### config.mk
export PLATFORM = sky130hd
export DESIGN_NAME = half_word_sched
export DESIGN_NICKNAME = d
export VERILOG_FILES = /design/src/rtl/half_word_sched_pkg.sv /design/src/rtl/rr_arb2.sv /design/src/rtl/half_word_sched.sv
export SDC_FILE = /design/constraint.sdc
export NUM_CORES = 1
export LEC_CHECK = 0
export BUFFER_PORTS_ARGS = -buffer_cell sky130_fd_sc_hd__buf_2
export CORE_MARGIN = 2
export CORE_UTILIZATION = 45
export DETAILED_ROUTE_END_ITERATION = 12
export HOLD_SLACK_MARGIN = 0.15
export PLACE_DENSITY = 0.74
export SLEW_MARGIN = 5
export SYNTH_ARGS = -nofsm -noshare
export SYNTH_HDL_FRONTEND = slang
export SYNTH_SLANG_ARGS = --single-unit
export TNS_END_PERCENT = 50
### constraint.sdc
create_clock -name clk -period 3.2 [get_ports clk]
set_input_delay 0.32 -clock clk [delete_from_list [all_inputs] [get_ports clk]]
set_output_delay 0.32 -clock clk [all_outputs]
set_load 0.005 [all_outputs]
### src/rtl/half_word_sched_pkg.sv
// Shared types and constants for the half-word scheduler.
package half_word_sched_pkg;

  // Default byte width; a word is two bytes.
  localparam int BYTE_W_DEF = 8;

  // Width of the source tag carried with each byte.
  localparam int SRC_W = 1;

  // IDLE holds nothing, FIRST presents the first byte, SECOND the final byte.
  typedef enum logic [1:0] {
    IDLE   = 2'd0,
    FIRST  = 2'd1,
    SECOND = 2'd2
  } state_t;

endpackage

### src/rtl/rr_arb2.sv
// Two-way round-robin grant. The priority pointer is owned by the caller.
module rr_arb2 (
  input  logic valid0,
  input  logic valid1,
  input  logic prio,
  output logic grant,
  output logic grant_valid
);

  // A tie goes to the favoured requester; a lone requester always wins.
  always_comb begin
    // NOTE: every output gets a default first so no path can infer a latch.
    grant       = 1'b0;
    grant_valid = valid0 | valid1;
    if (valid0 && valid1) begin
      grant = prio;
    end else if (valid1) begin
      grant = 1'b1;
    end
  end

endmodule

### src/rtl/half_word_sched.sv
// Two-requester word scheduler that emits each granted word as two tagged bytes.
// Build option: define HWS_LO_FIRST_EN to emit the low byte first.
module half_word_sched
  import half_word_sched_pkg::*;
#(
  parameter int BYTE_W = BYTE_W_DEF
) (
  input  logic              clk,
  input  logic              resetn,
  input  logic              req0_valid,
  input  logic [2*BYTE_W-1:0] req0_data,
  output logic              req0_ready,
  input  logic              req1_valid,
  input  logic [2*BYTE_W-1:0] req1_data,
  output logic              req1_ready,
  output logic              out_valid,
  input  logic              out_ready,
  output logic [BYTE_W-1:0] out_byte,
  output logic              out_src,
  output logic              out_last,
  output logic              busy
);

  state_t              state;
  state_t              state_nx;
  logic [2*BYTE_W-1:0] word_q;
  logic [SRC_W-1:0]    src_q;
  logic                prio;
  logic                slot;
  logic                grant;
  logic                grant_valid;
  logic                accept;
  logic [BYTE_W-1:0]   first_byte;
  logic [BYTE_W-1:0]   second_byte;

  // A new word can be taken when nothing is held, or as the final byte leaves.
  // Reset masks the slot so no requester sees ready while resetn is low.
  assign slot = resetn & ((state == IDLE) | ((state == SECOND) & out_ready));

  rr_arb2 u_arb (
    .valid0      (req0_valid),
    .valid1      (req1_valid),
    .prio        (prio),
    .grant       (grant),
    .grant_valid (grant_valid)
  );

  assign accept     = slot & grant_valid;
  assign req0_ready = accept & ~grant;
  assign req1_ready = accept & grant;
  assign busy       = (state != IDLE);

`ifdef HWS_LO_FIRST_EN
  assign first_byte  = word_q[BYTE_W-1:0];
  assign second_byte = word_q[2*BYTE_W-1:BYTE_W];
`else
  assign first_byte  = word_q[2*BYTE_W-1:BYTE_W];
  assign second_byte = word_q[BYTE_W-1:0];
`endif

  // Next-state: advance on consumer handshake, chain straight into a new word.
  always_comb begin
    state_nx = state;
    unique case (state)
      IDLE:    if (accept) state_nx = FIRST;
      FIRST:   if (out_ready) state_nx = SECOND;
      SECOND:  if (out_ready) state_nx = accept ? FIRST : IDLE;
      default: state_nx = IDLE;
    endcase
  end

  // State, held word, source tag and priority pointer; reset discards any held word.
  always_ff @(posedge clk) begin
    // NOTE: sequential state uses non-blocking assignments so all registers update together.
    if (!resetn) begin
      state  <= IDLE;
      word_q <= '0;
      src_q  <= '0;
      prio   <= 1'b0;
    end else begin
      state <= state_nx;
      if (accept) begin
        word_q <= grant ? req1_data : req0_data;
        src_q  <= grant;
        prio   <= ~grant;
      end
    end
  end

  // Byte-stream outputs depend only on registered state, so they hold during a stall.
  always_comb begin
    out_valid = 1'b0;
    out_byte  = '0;
    out_src   = 1'b0;
    out_last  = 1'b0;
    unique case (state)
      FIRST: begin
        out_valid = 1'b1;
        out_byte  = first_byte;
        out_src   = src_q;
      end
      SECOND: begin
        out_valid = 1'b1;
        out_byte  = second_byte;
        out_src   = src_q;
        out_last  = 1'b1;
      end
      default: ;
    endcase
  end

endmodule
# Word level (Yosys, flattened, before mapping)
# Index checks and enable logic that the tools add are counted.
[word_totals]
ff_bits = 20
output_inout_bits = 14
inputBits = 37
elab_cells = 34
[op_classes]
n_mux = 12
n_reduce_logical = 5
eq_ne = 5
bitwise_logic = 8
[op_table]
columns = ["op", "count"]
rows = [
  ["16-bit 2-to-1 mux", 1],
  ["8-bit case mux with 2 select lines", 1],
  ["1-bit 2-to-1 mux", 6],
  ["2-bit 2-to-1 mux", 3],
  ["2-bit inequality test, second input constant", 3],
  ["2-bit case mux with 3 select lines", 1],
  ["1-bit bitwise AND", 5],
  ["3-bit AND reduction", 1],
  ["2-bit by 1-bit == test with 1-bit output, second input constant", 1],
  ["2-bit == test, second input constant", 1],
  ["2-bit zero test", 1],
  ["1-bit bitwise OR", 2],
  ["2-bit nonzero test", 1],
  ["2-bit OR reduction", 1],
  ["1-bit logical AND", 1],
  ["1-bit NOT", 1],
]

# Logic depth before layout (Yosys ltp)
[logic_depth]
word_depth = 8
ltp_mapped = 7
depth_no_buf = 5

# Hierarchy
# From an unflattened synthesis, not the netlist that was laid out.
[unflattened]
hier_cells = 128
area_unflattened_um2 = 1216.2
[modules_own_cells]
columns = ["mod", "seq_area_each_um2", "area_each_um2", "instances", "cells_per_inst"]
rows = [
  ["half_word_sched", 400.4, 1198.6, 1, 125],
  ["rr_arb2", 0.0, 17.5, 1, 3],
]

# Worst setup path before layout
# No wires, ideal clock.
[synth_path]
path_type = "register to output"
start = "register state[0]"
end = "output port req0_ready"
path_stages_with_launch = 8
setup_slack_ps = 1539
t_arrival_ps = 1341
path_buffers = 2
required_ps = 2880
path_cell_list = "dfxtp_1 inv_1 ha_1 a21o_1 and2_4 buf_6 buf_6 o21a_1"
[synth_between]
elab_chain_cells = 6
elab_cells_between_ends = 7
cone_classes = "1 x eq/ne; 5 x bitwise; 1 x reduce/logical"
[synth_lines]
columns = ["item", "line_no", "text"]
rows = [
  ["start: declaration", "half_word_sched.sv:24", "state_t state;"],
  ["start signal: assignment", "half_word_sched.sv:81", "state <= state_nx;"],
  ["2-bit == test", "half_word_sched.sv:38", "assign slot = resetn & ((state == IDLE) | ((state == SECOND) & out_ready));"],
  ["1-bit bitwise AND", "half_word_sched.sv:38", ""],
  ["1-bit bitwise OR (*)", "half_word_sched.sv:38", ""],
  ["1-bit bitwise AND (*)", "half_word_sched.sv:38", ""],
  ["1-bit bitwise AND (*)", "half_word_sched.sv:48", "assign accept = slot & grant_valid;"],
  ["1-bit bitwise AND (*)", "half_word_sched.sv:49", "assign req0_ready = accept & ~grant;"],
  ["end: declaration", "half_word_sched.sv:12", "output logic req0_ready,"],
]
# Mark *: on every way between the ends. The rest lies on a longest branch, timed or not.

# Worst setup path after layout
# Same ends and word-level chain as after synthesis.

==> impl_results.md <==
- # DRC: 0
- Cell Area, Placed: roughly 1500 sq um
- Synth warn: 0
- Final instance area: about 1500 sq um
- Setup TNS: 0 ns
- IR drop worst, VDD: between 0.2 and 0.25 mV
- Die Area: about 3300 sq um
- Initial DRC count: 35
- Number of global-route vias before repair: about 1100
- Ratio of cells with drive above 1 in the final layout: 0.3641
- Area growth syn-to-layout: 18.15%
- IO Pins: approximately 50
- Commonest non-fill, non-tap cell in the layout: buf_2
- Worst slew margin: 0.5139
- Unrepaired setup endpoints after global routing: false
- Syn Inst Count: 145
- CTS Sinks: 20
- Worst EP arrival: between 2 and 2.5 ns
- Pleak: between 0.6 and 0.7 nW
- R2R setup slack: ~1.1 ns
- Worst slew pin tran: ~0.73 ns
- Die Width: between 50 and 60 um
- Rows: 19
- Fin crit share: 0.8599
- HPWL after DPL: between 2000 and 2500 um
- Bufs on Longest Clock Path: 2
- First-pass detailed-route iteration total: 4
- Total grt overflow: 0
- Dpl cells: 212
- Power per cell area: 378.8 nW/um^2
- Vias per std cell: around 5.8
- Final min period: roughly 2.8 ns
- Initial antenna violation count: 0
- Slew Viols, Final: 0
- Post-DRT Antenna Nets: 0
- Skew final: approximately 0.0036 ns
- Antenna cells: 0
- Die Ht: approximately 58 um
- Synthesized Nets: between 150 and 200
- Root Buffer: clkbuf_4
- Filler cell count: ~270
- Critical path endpoint: req0_ready
- GP Congestion: about 0.85
- Largest net degree at the start of global routing: 35
- Synth area leaders: dfxtp_1 (31%), a311oi_2 (10%), nand3b_1 (9.8%), a21oi_1 (7.3%), o21ai_0 (6.9%)
- R2R depth: 5
- Mean Syn Cell Area: 8.940 sq um
- Status: complete, no violations
- Synth top area share: 0.3089
- H-tree Lvls: 1
- Core ar.: roughly 2800 sq um
- Crit end category: primary output
- Min-Delay Path Class: input pin to flip-flop
- Reg-to-Reg End: word_q[3]
- CP required: between 2 and 3 ns
- CTS tree: built
- Setup Fix Bufs, Post-CTS: 0
- Critical Setup Path Class: flip-flop to primary output
- CP Max Fanout: 20
- Fin. Hold Viols: 0
- Cts repair resizes: 0
- Max-cap violations: 0
- Final Power: slightly below 600 uW
- Port-buffer cells: 50
- Wire length per cell: around 15 um
- Final Setup Violations: 0
- #FFs+latches synth: 20
- Initial Util: 0.4701
- Worst-skew pair later-pin latency: roughly 0.30 ns
- Most frequent cells in the layout: buf_2 (50), dfxtp_1 (20), a21oi_1 (19), o21ai_0 (18), nand3b_1 (17)
- Netlist cell types: 27
- CTS Buf Count: 3
- Synthesized area: about 1300 sq um
- Post-Layout Cell Count: 215
- F_max: ~0.36 GHz
- Worst-path clk slew: around 0.10 ns
- Post-layout util: 0.5554
- First-pass GRT wire length: slightly above 5000 um
- Final nets: 228
- Via Count: between 1000 and 1500
- Cts hold-fix bufs: 0
- Yosys top cell by area: dfxtp_1
- Final WL: between 3000 and 4000 um
- Total GRT Usage: 0.1945
- Crit. Startpoint: state[0]
- Startpoint types: flip-flop
- Post-synthesis sequential area ratio: 0.3089
- R2R Path Start: state[0]
cell type report:
type                       instances  area [sq um]  share of cell area
inverter                           6         22.52             0.01471
multi-input combinational        104         789.5              0.5155
clock buffer                       3         22.52             0.01471
sequential                        20         400.4              0.2614
tap                               31         38.79             0.02533
timing repair buffer              51         257.7              0.1683
cell usage after synthesis:
cell / n
a21o_1: 1
a311oi_1: 7
and2_4: 1
o21ba_2: 1
o21ai_0: 18
nor2b_1: 8
nand3b_1: 17
nand4b_1: 2
dfxtp_1: 20
inv_1: 4
buf_1: 2
and2_1: 1
ha_1: 5
buf_2: 4
o21bai_1: 1
clkbuf_1: 6
a22oi_1: 8
buf_6: 3
a311oi_2: 9
o21a_1: 2
clkinv_1: 1
nor3b_1: 1
o211a_1: 1
and2b_1: 1
a21oi_1: 19
a21bo_2: 1
inv_2: 1
cell families after synthesis:
logic type,synth area share
AND/OR/NAND/NOR,0.1738
AO/OA/AOI/OAI,0.3871
buffers and inverters,0.08204
flip-flops,0.3089
adder cells (fa/ha/maj),0.04826
worst max-delay path, stage by stage, from the launching register on:
cell	delay, ns
dfxtp_1	0.37
inv_1	0.09
ha_1	0.41
a21o_1	0.57
and2_4	0.43
o21a_1	0.15
buf_2	0.10
through the flow:
stage | worst slack, ns | hold WS, ns
after floorplan | 1.539 | 0.4534
after global placement | 0.9110 | 0.4785
after detailed placement | 0.8082 | 0.4813
after CTS | 0.4627 | 0.2847
after global routing | 0.2763 | 0.2732
final | 0.4483 | 0.2825
state kept, by name, indices dropped and copies added (netlist names):
register	cells
prio	1
src_q	1
state	2
word_q	16
report_power, final:
group          switching (mW)  leakage [nW]  internal [mW]
Clock                  0.0724        0.0138         0.0439
Sequential             0.0153         0.165          0.274
Combinational          0.0957         0.438         0.0789
Total                   0.183         0.617          0.397
metal layers:
layer  GRT usage  part of all wire  vias up
li1            -                 -      630
met3     0.03348             0.051        5
met4     0.04983            0.0095        0
met5           0                 0        -
met2      0.3295              0.49       33
met1      0.2570              0.45      583
worst min-delay path by stage:
stage	to	cells past startpoint	start	slack, ns
2_1_floorplan	prio	1	resetn	0.45
3_3_place_gp	prio	1	prio	0.48
3_5_place_dp	prio	1	prio	0.48
4_1_cts	prio	2	resetn	0.28
5_1_grt	prio	2	resetn	0.27
6_report	prio	2	resetn	0.28
No activity file was read; power rests on OpenSTA's default activity.
